<file path="src/rtl/eth_rst_seq_pkg.sv">
// Shared types and default timing for the Ethernet reset sequencer.
package eth_rst_seq_pkg;

   typedef enum logic [1:0] {
      S_PHY_RST   = 2'd0,
      S_PHY_WAIT  = 2'd1,
      S_LINK_WAIT = 2'd2,
      S_RUN       = 2'd3
   } state_t;

   localparam int unsigned DEF_PHY_RST_CYC  = 1_250_000;
   localparam int unsigned DEF_PHY_WAIT_CYC = 625_000;
   localparam int unsigned DEF_DEBOUNCE_CYC = 125_000;
   localparam int unsigned DEF_LINK_REQ     = 1;

   function automatic int unsigned max_u(input int unsigned a, input int unsigned b);
      return (a > b) ? a : b;
   endfunction

endpackage

</file>
<file path="src/rtl/link_debounce.sv">
// Two-flop synchroniser followed by a debounce counter for an async status pin.
module link_debounce #(
   parameter int unsigned DEBOUNCE_CYC = 125_000
) (
   input  logic clk,
   input  logic rst_n,
   input  logic din,
   output logic dout
);

   localparam int unsigned DW = $clog2(DEBOUNCE_CYC + 1);
   localparam logic [DW-1:0] D_LAST = DW'(DEBOUNCE_CYC - 1);

   logic          sync_meta;
   logic          din_s;
   logic [DW-1:0] dcnt;

   // Synchronise the pin, then only follow it after it has differed from dout for DEBOUNCE_CYC cycles.
   always_ff @(posedge clk) begin
      if (!rst_n) begin
         sync_meta <= 1'b0;
         din_s     <= 1'b0;
         dcnt      <= '0;
         dout      <= 1'b0;
      end else begin
         sync_meta <= din;
         din_s     <= sync_meta;
         if (din_s == dout) begin
            dcnt <= '0;
         end else if (dcnt == D_LAST) begin
            dout <= din_s;
            dcnt <= '0;
         end else begin
            dcnt <= dcnt + DW'(1);
         end
      end
   end

endmodule

</file>
<file path="src/rtl/eth_rst_seq.sv">
// Sequences PHY reset, PHY boot wait and link qualification before releasing the MAC/UDP datapath.
module eth_rst_seq
   import eth_rst_seq_pkg::*;
#(
   parameter int unsigned PHY_RST_CYC   = DEF_PHY_RST_CYC,
   parameter int unsigned PHY_WAIT_CYC  = DEF_PHY_WAIT_CYC,
   parameter int unsigned DEBOUNCE_CYC  = DEF_DEBOUNCE_CYC,
   parameter int unsigned LINK_REQUIRED = DEF_LINK_REQ
) (
   input  logic clk,
   input  logic rst_n,
   input  logic soft_rst_req,
   input  logic link_raw,
   output logic phy_rst_n,
   output logic mac_rst_n,
   output logic link_up,
   output logic ready
);

   localparam int unsigned CNT_MAX = max_u(PHY_RST_CYC, PHY_WAIT_CYC);
   localparam int unsigned CNT_W   = $clog2(CNT_MAX + 1);
   localparam logic [CNT_W-1:0] RST_LAST  = CNT_W'(PHY_RST_CYC - 1);
   localparam logic [CNT_W-1:0] WAIT_LAST = CNT_W'(PHY_WAIT_CYC - 1);
   localparam bit LINK_REQ = (LINK_REQUIRED != 0);

   state_t           state;
   state_t           state_next;
   logic [CNT_W-1:0] cnt;
   logic [CNT_W-1:0] cnt_next;

   link_debounce #(
      .DEBOUNCE_CYC(DEBOUNCE_CYC)
   ) u_link_debounce (
      .clk  (clk),
      .rst_n(rst_n),
      .din  (link_raw),
      .dout (link_up)
   );

   // State, shared counter and outputs; outputs are decoded from the next state so they change with it.
   always_ff @(posedge clk) begin
      if (!rst_n) begin
         state     <= S_PHY_RST;
         cnt       <= '0;
         phy_rst_n <= 1'b0;
         mac_rst_n <= 1'b0;
      end else begin
         state     <= state_next;
         cnt       <= cnt_next;
         phy_rst_n <= (state_next != S_PHY_RST);
         mac_rst_n <= (state_next == S_RUN);
      end
   end

   // Next-state and counter logic; a soft reset request overrides every other transition.
   always_comb begin
      state_next = state;
      cnt_next   = cnt;
      case (state)
         S_PHY_RST: begin
            if (cnt == RST_LAST) begin
               cnt_next   = '0;
               state_next = S_PHY_WAIT;
            end else begin
               cnt_next = cnt + CNT_W'(1);
            end
         end
         S_PHY_WAIT: begin
            if (cnt == WAIT_LAST) begin
               cnt_next   = '0;
               state_next = LINK_REQ ? S_LINK_WAIT : S_RUN;
            end else begin
               cnt_next = cnt + CNT_W'(1);
            end
         end
         S_LINK_WAIT: begin
            cnt_next = '0;
            if (link_up) begin
               state_next = S_RUN;
            end
         end
         S_RUN: begin
            cnt_next = '0;
            if (LINK_REQ && !link_up) begin
               state_next = S_LINK_WAIT;
            end
         end
         default: begin
            cnt_next   = '0;
            state_next = S_PHY_RST;
         end
      endcase
      if (soft_rst_req) begin
         cnt_next   = '0;
         state_next = S_PHY_RST;
      end
   end

   assign ready = mac_rst_n;

endmodule
</file>
<file path="config.mk">
export PLATFORM = sky130hd
export DESIGN_NAME = eth_rst_seq
export DESIGN_NICKNAME = d
export VERILOG_FILES = /design/src/rtl/eth_rst_seq_pkg.sv /design/src/rtl/link_debounce.sv /design/src/rtl/eth_rst_seq.sv
export SDC_FILE = /design/constraint.sdc
export NUM_CORES = 1
export LEC_CHECK = 0
export ABC_AREA = 1
export BUFFER_PORTS_ARGS = -buffer_cell sky130_fd_sc_hd__buf_2
export CORE_ASPECT_RATIO = 0.9
export CORE_UTILIZATION = 55
export DETAILED_ROUTE_END_ITERATION = 6
export PLACE_DENSITY = 0.86
export SYNTH_ARGS = -nofsm -noshare
export SYNTH_HDL_FRONTEND = slang
export SYNTH_SLANG_ARGS = --single-unit
</file>
<file path="constraint.sdc">
create_clock -name clk -period 1.7 [get_ports clk]
set_clock_uncertainty 0.05 [all_clocks]
set_input_delay 0.51 -clock clk [delete_from_list [all_inputs] [get_ports clk]]
set_output_delay 0.51 -clock clk [all_outputs]
set_load 0.05 [all_outputs]
</file>
Word level (Yosys, flattened, before mapping)
Cells that the tools add are included.
{ "op_classes": {"add_sub_neg": 2, "n_eq_ne": 8, "mux": 9, "bitwise_logic": 2, "n_reduce_logical": 6} }
{ "op_table": {"columns": ["cell", "count"], "rows": [
  ["21-bit case mux with 3 select lines", 1],
  ["21-bit 2-to-1 mux", 2],
  ["21-bit by 1-bit adder with 21-bit output (second input constant)", 1],
  ["21-bit by 20-bit equality test with 1-bit output (second input constant)", 1],
  ["21-bit equality test (second input constant)", 1],
  ["17-bit by 1-bit adder with 17-bit output (second input constant)", 1],
  ["17-bit equality test (second input constant)", 1],
  ["2-bit 2-to-1 mux", 5],
  ["2-bit case mux with 4 select lines", 1],
  ["2-bit equality test (second input constant)", 3],
  ["2-bit OR reduction", 2],
  ["3-bit OR reduction", 1],
  ["2-bit by 1-bit equality test with 1-bit output (second input constant)", 1],
  ["2-bit logical NOT", 1],
  ["1-bit NOT", 2],
  ["2-bit AND reduction", 1],
  ["2-bit nonzero test", 1],
  ["1-bit equality test", 1]
]} }
{ "totals": {"regBits": 45, "output_inout_bits": 4, "elab_cells": 35} }

Depth between registers and ports, before layout
Gate-level depths: netlist of run 1.
{ "logic_depth": {"ltp_word": 5, "mapped_depth": 11, "depth_no_buf": 10} }

Modules after synthesis
From an unflattened synthesis of run 1, not the netlist that was laid out.
{ "unflattened": {"hier_cells": 356, "hier_area_um2": 2401.1} }
{ "by_module_without_submodules": {"columns": ["module", "n_inst", "cells_per_inst", "area_per_inst_um2", "seq_area_each_um2"], "rows": [
  ["eth_rst_seq", 1, 197, 1315.0, 500.5],
  ["link_debounce", 1, 159, 1086.0, 400.4]
]} }

Least setup slack after synthesis of run 1
OpenSTA, ideal clock, no wires.
{ "synth_timing": {"kind": "reg2reg", "startpoint": "register cnt[0]", "endpoint": "register cnt[8]", "t_arrival_ns": 1.404, "path_slack_ns": 0.129, "stages_incl_launch_ff": 11, "n_path_buf": 1, "period_less_slack_ns": 1.571, "cell_sequence": "dfxtp_1 ha_1 nand2_2 nor2_4 nand3_1 nand3b_1 nand2_2 nand2_2 nand2_4 buf_6 nor2_1"} }
{ "synth_via": {"elab_chain_len": 3, "elab_cells_between_ends": 6, "cone_classes": "add/sub (1); eq/ne (2); mux (3)"} }
{ "synth_lines": {"columns": ["element", "line_no", "text"], "rows": [
  ["start, declared", "eth_rst_seq.sv:28", "logic [CNT_W-1:0] cnt;"],
  ["start signal, assigned", "eth_rst_seq.sv:49", "cnt <= cnt_next;"],
  ["21-bit by 1-bit adder with 21-bit output, or another cell as far along", "eth_rst_seq.sv:65, eth_rst_seq.sv:73", null],
  ["21-bit 2-to-1 mux, on equally long branches", "eth_rst_seq.sv:69, eth_rst_seq.sv:61", null],
  ["21-bit case mux with 3 select lines *", "eth_rst_seq.sv:59", "case (state)"]
]} }
Mark *: on every way between the ends. The rest lies on a longest branch, timed or not.
A chain may end at the register's enable or synchronous reset.

Final worst setup path of run 1
{ "layout_timing": {"startpoint": "register cnt[0]", "endpoint": "register cnt[1]"} }
Same word-level chain as after synthesis.

==> run metrics, run 1 <==
crit path kind reg -> reg; Area Overhead vs Synth 16.7%; port bufs 7; max_slew headroom 80.0%; Rows 21; asr flop ratio synth 0%; YS warnings 0; Reg clk slew, reported paths approximately 80 ps; clock network fraction of design power around two fifths; Fmax 0.603 GHz; register area share after synthesis 40.7%; R2R cell count 9; TritonCTS clock tree yes; initial antenna violation count 0; CTS Buffer Depth 2; max-cap viol count 0; Core Footprint between 3000 and 4000 µm²; sw frac 21.7%; Synth Net Count about 330; post-place setup slack about 45 ps; die area 4280 µm²; crit-path max FO 6; synth unique cells 29; Post-Place Cell Area 2330 µm²; sequential share of power 57.6%; flops & latches, synth 45; Worst R2R Setup Slack 40 ps; hold slack 350 ps; Post-Layout Cell Count 399; placed instance count 384; P_sw 0.000400 W; Final setup violation count 0; CTS Sinks 45; fin crit period 1660 ps; Avg Inst Size Synth around 6.8 µm²; number of vias per cell 5.47; Tot GR Track Use between 20% and 30%; Vias about 2.2k; DRT iter0 DRCs between 200 and 300; Num CTS Buffers 5; count leader, synth nand2_1; grt ovf 0; period utilisation layout 97.5%; setup TNS 0 ps; vias in the first global route around 1.9k; EDFF count, synth 0; drt pass-1 iters 5; final setup margin 41.9 ps; clock network latency to the later pin of the worst-skew pair 300 ps; CTS H-Tree Depth 2; hold crit path type in -> reg; Detail Route Antenna Nets 0; final instance area 2580 µm²; status finished, final reports clean; Die Y slightly above 60 µm; wire per inst around 13 µm; Yosys top cell by area dfxtp_1; Synth top cells by count 70 x nand2_1, 66 x nor2_1, 51 x inv_1; PD cells 714 nW/µm²; share of cells above drive strength 1 13.9%; Post-Synthesis Cells between 300 and 400; synth top area cells dfxtp_1 41%, nand2_1 12%, nor2_1 11%, inv_1 8.6%, xor2_1 4.0%; Worst VDD drop ~0.36 mV; Final Max Tran Viols 0; Hold Path Stages 3; data arrival time of the critical path 1800 ps; Logic pwr share 2.7%; routed wire length 5330 µm; Crit path required time ~1800 ps; die width 68.9 µm; worst slew pin tran 297 ps; I/O pin count 8; first-pass GRT wire length 8000 µm; root buf cell clkbuf_8; Initial Util between 50% and 60%; Setup crit end kind flip-flop; Synth Flop Type dfxtp_1; Internal Power 0.00145 W; Synth top area share 40.7%; Hold Vio Cnt, Final 0; DP HPWL 3290 µm; routability cong. just under 0.9; Leakage Power roughly 1.0 nW; Post-Syn Area 2210 µm²; pin count of the biggest net entering global routing 20; Final Net Count 358; ANT cells 0; Setup crit start kind flip-flop; DRC 0
==> metrics by stage <==
stage / util, % / total power [W]
after global routing: 68.3 / 0.00190
after detailed placement: 61.5 / 0.00112
after floorplan: - / 0.00111
final: 68.3 / 0.00185
after CTS: 64.2 / 0.00183
after global placement: 61.5 / 0.00112
==> routing by layer <==
layer  up-vias  track usage, %  wire (µm)
met5         -               0          0
met4         0            7.65        106
met3        15            6.62        443
met2       109            37.9       2420
met1       979            32.4       2360
li1       1079               -          -
==> worst paths after layout <==
| kind | from | to |
|---|---|---|
| max | cnt[0] | cnt[1] |
| max reg2reg | cnt[0] | cnt[1] |
| min | link_raw | u_link_debounce.sync_meta |
| min reg2reg | u_link_debounce.dcnt[0] | u_link_debounce.dcnt[0] |
==> cell families (layout without fill, tap and decap cells) <==
group / Yosys count / count (layout) / synth area share (%)
DFF: 45 / 45 / 40.7
adders and majority gates: 2 / 2 / 1.13
and+or+nand+nor: 195 / 198 / 39.1
AOI/OAI and AO/OA: 19 / 19 / 4.46
buffers and inverters: 55 / 77 / 9.89
xor gates and xnor gates: 12 / 12 / 4.75
==> worst max-delay path, cell delays in order, from the launching register on <==
cell and delay (ps):
dfxtp_2 360, ha_4 140, nand2_2 70, nor2_4 150, nand3_1 80, nand3b_1 200
nand2_2 170, nand2_8 130, nand2_2 140, nor2_1 60
==> cells in the final DEF, fill, tap and decap left out, types with 4 or more instances in the layout <==
| cell type | instances |
|---|---|
| o21ai_0 | 8 |
| clkbuf_8 | 7 |
| buf_4 | 8 |
| xor2_1 | 10 |
| buf_2 | 7 |
| nor2_1 | 63 |
| dfxtp_1 | 42 |
| nand2_1 | 70 |
| a21oi_1 | 9 |
| nand4_1 | 12 |
| nand2_8 | 4 |
| inv_1 | 51 |
| nand3_1 | 15 |
| nor3_1 | 11 |
| nand3b_1 | 4 |
==> layout make-up <==
cell class	count	area, µm²
inverter	52	195
clock buffer	7	96.3
multi-input combinational	231	1210
sequential	45	905
fill	288	1200
clock inverter	1	5.00
timing repair buffer	17	118
tap	46	57.6
==> power groups by stage <==
stage	registers, W	logic, W	clock network [W]
finish	0.00106	0.0000502	0.000733
global route	0.00106	0.0000554	0.000786
CTS	0.00106	0.0000334	0.000731
detailed placement	0.00109	0.0000333	0
global placement	0.00109	0.0000323	0
floorplan	0.00109	0.0000209	0
==> registers in the layout, summed over array words and instances, names as in the netlist <==
register,count
cnt,21
u_link_debounce.dcnt,17
state,2
mac_rst_n,1
phy_rst_n,1
u_link_debounce.din_s,1
u_link_debounce.dout,1
u_link_debounce.sync_meta,1
==> what timing repair did <==
action,CTS,global route
gates resized for setup,0,22
hold buffers,0,0
buffers inserted,0,3
endpoints found under the setup margin,0,38
Power figures use the tool's default switching activity.
==> run 2, diff against run 1 <==
--- a/config.mk
+++ b/config.mk
@@ -11,6 +11,7 @@
 export CORE_UTILIZATION = 55
 export DETAILED_ROUTE_END_ITERATION = 6
 export PLACE_DENSITY = 0.86
+export SETUP_SLACK_MARGIN = 0.5
 export SYNTH_ARGS = -nofsm -noshare
 export SYNTH_HDL_FRONTEND = slang
 export SYNTH_SLANG_ARGS = --single-unit
==> run 2 against run 1 <==
Against the previous run:
- the run now ends with DRC left
- largest power group unchanged
- non-clock buffer count grew 17
- critical path depth shrank 1
- critical endpoint is now u_link_debounce.dcnt[6]
- global-route usage grew 4.3 points
- first-iteration DRC count grew 66%
==> run metrics, run 2 (synthesis gave the netlist of run 1 again) <==
Regs by FF count cnt: 21 flops, u_link_debounce.dcnt: 17 flops, state: 2 flops; DRC 3 (+3); hold crit path type reg -> reg; ANT cells 0 (unchanged); grt ovf 0 (unchanged); Final setup violation count 0 (unchanged); status complete, but fails checks; Tot GR Track Use 28.8% (+4.3 points); Setup crit start kind flip-flop; max-cap viol count 0 (unchanged); FF-to-FF Start u_link_debounce.dcnt[5]; Leakage Power 1.19 nW (+19%); first-pass GRT wire length 9350 µm (+17%); pin count of the biggest net entering global routing 15 (-25%); Area Overhead vs Synth 41.0%; Final Max Tran Viols 0 (unchanged); die area 4280 µm² (unchanged); Crit path required time 1840 ps (about the same); CTS H-Tree Depth 2 (unchanged); crit-path max FO 4 (-2); most common cell after layout, fill and taps aside nand2_1; data arrival time of the critical path 1760 ps (-40 ps); clock network latency to the later pin of the worst-skew pair 310 ps (about the same); unrepaired setup endpoints after global routing true; Hold Buf Count CTS 0 (unchanged); CTS Buffer Depth 2 (unchanged); Final Net Count 375 (+4.7%); PD cells 576 nW/µm² (-19%); TritonCTS clock tree yes; max_slew headroom 71.5% (-8.5 points); period utilisation layout 94.8% (-2.8 points); wire per inst 17.5 µm (+31%); initial antenna violation count 0 (unchanged); drt pass-1 iters 7 (+2); Most flops, register cnt; worst slew pin tran 423 ps (+126 ps); failing checks DRC; Hold Crit Start u_link_debounce.sync_meta; Vias 2511 (+15%); routed wire length 7290 µm (+37%); setup TNS 0 ps (unchanged); placed instance count 381 (-0.78%); Initial Util 58.5% (unchanged); CTS Sinks 45 (unchanged); crit path kind reg -> reg; share of cells above drive strength 1 36.2% (+22 points); routability cong. 0.924 (+6.9%); Setup crit end kind flip-flop; number of vias per cell 6.04 (+10%); commonest non-fill, non-tap cells in the layout 61 x nand2_1, 47 x inv_1, 43 x nor2_1, 27 x dfxtp_1, 20 x buf_4; DRT iter0 DRCs 449 (+66%); vias in the first global route 2112 (+10%); crit path from u_link_debounce.dcnt[5]; Fmax 0.621 GHz (+2.9%); Reg clk slew, reported paths 90 ps (about the same); hold slack 361 ps (+10.6 ps); DP HPWL 3110 µm (-5.5%); Filler cells 201 (-30%); Post-Layout Cell Count 416 (+4.3%); number of flip-flops in the largest register 21 (unchanged); Detail Route Antenna Nets 0 (unchanged); Core Footprint 3780 µm² (unchanged); Worst VDD drop 0.525 mV (+45%); die width 68.9 µm (unchanged); Die Y 62.2 µm (unchanged); fin util 82.5% (+14 points); Num CTS Buffers 5 (unchanged); port bufs 7 (unchanged); Hold Vio Cnt, Final 0 (unchanged); I/O pin count 8 (unchanged); fin crit period 1610 ps (-47.0 ps); Rows 21 (unchanged); root buf cell clkbuf_8
[run 2: layout make-up]
type,count,area (µm²),share of cell area [%]
Clock buffer,5,68.8,2.20
Inverter,52,195,6.25
Timing Repair Buffer,34,352,11.3
Sequential cell,45,938,30.1
Clock inverter,3,17.5,0.561
Multi-Input combinational cell,231,1490,47.8
Tap cell,46,57.6,1.84
[run 2: final timing paths]
path                            cells after the start  slack (ps)                      end
worst max-delay path                                8          90  u_link_debounce.dcnt[6]
worst min-delay path                                2         360    u_link_debounce.din_s
worst max register to register                      8          90  u_link_debounce.dcnt[6]
worst min register to register                      2         360    u_link_debounce.din_s
[run 2: what timing repair did]
item                                    4_1_cts  5_1_grt
endpoints found under the setup margin       47       47
pin swaps                                    19       25
gates cloned                                  3        2
resized for setup                            39       62
endpoints found under the hold margin         0        0
buffers inserted                             14        8
[run 2: metal layers]
metal,vias to the layer above,global-route usage (%),wire length (µm)
met5,-,0,0
met4,0,8.42,384
met3,65,9.01,688
met2,194,49.0,3660
met1,1136,33.4,2560
li1,1116,-,-
[run 2: through the flow]
step                area (µm²)  setup WS [ps]  total power (W)
floorplan                 2310            193          0.00111
global placement          2410            127          0.00112
detailed placement        2410           64.9          0.00112
CTS                       2800            193          0.00177
global route              3120         -0.930          0.00185
finish                    3120           88.9          0.00180
[run 2: worst max-delay path, cell delays in order (launching register included)]
cell       delay [ps]
dfxtp_1           350
inv_2             100
nand4_1           110
nor2_1            240
nand3_2           200
nand3_4           150
buf_6             130
clkbuf_16         140
nor3_2             40
[run 2: report_power, final]
part           internal (W)  switching, W  total [W]
clock              0.000284      0.000380   0.000664
combinational     0.0000338     0.0000448  0.0000786
sequential          0.00105    0.00000475    0.00105
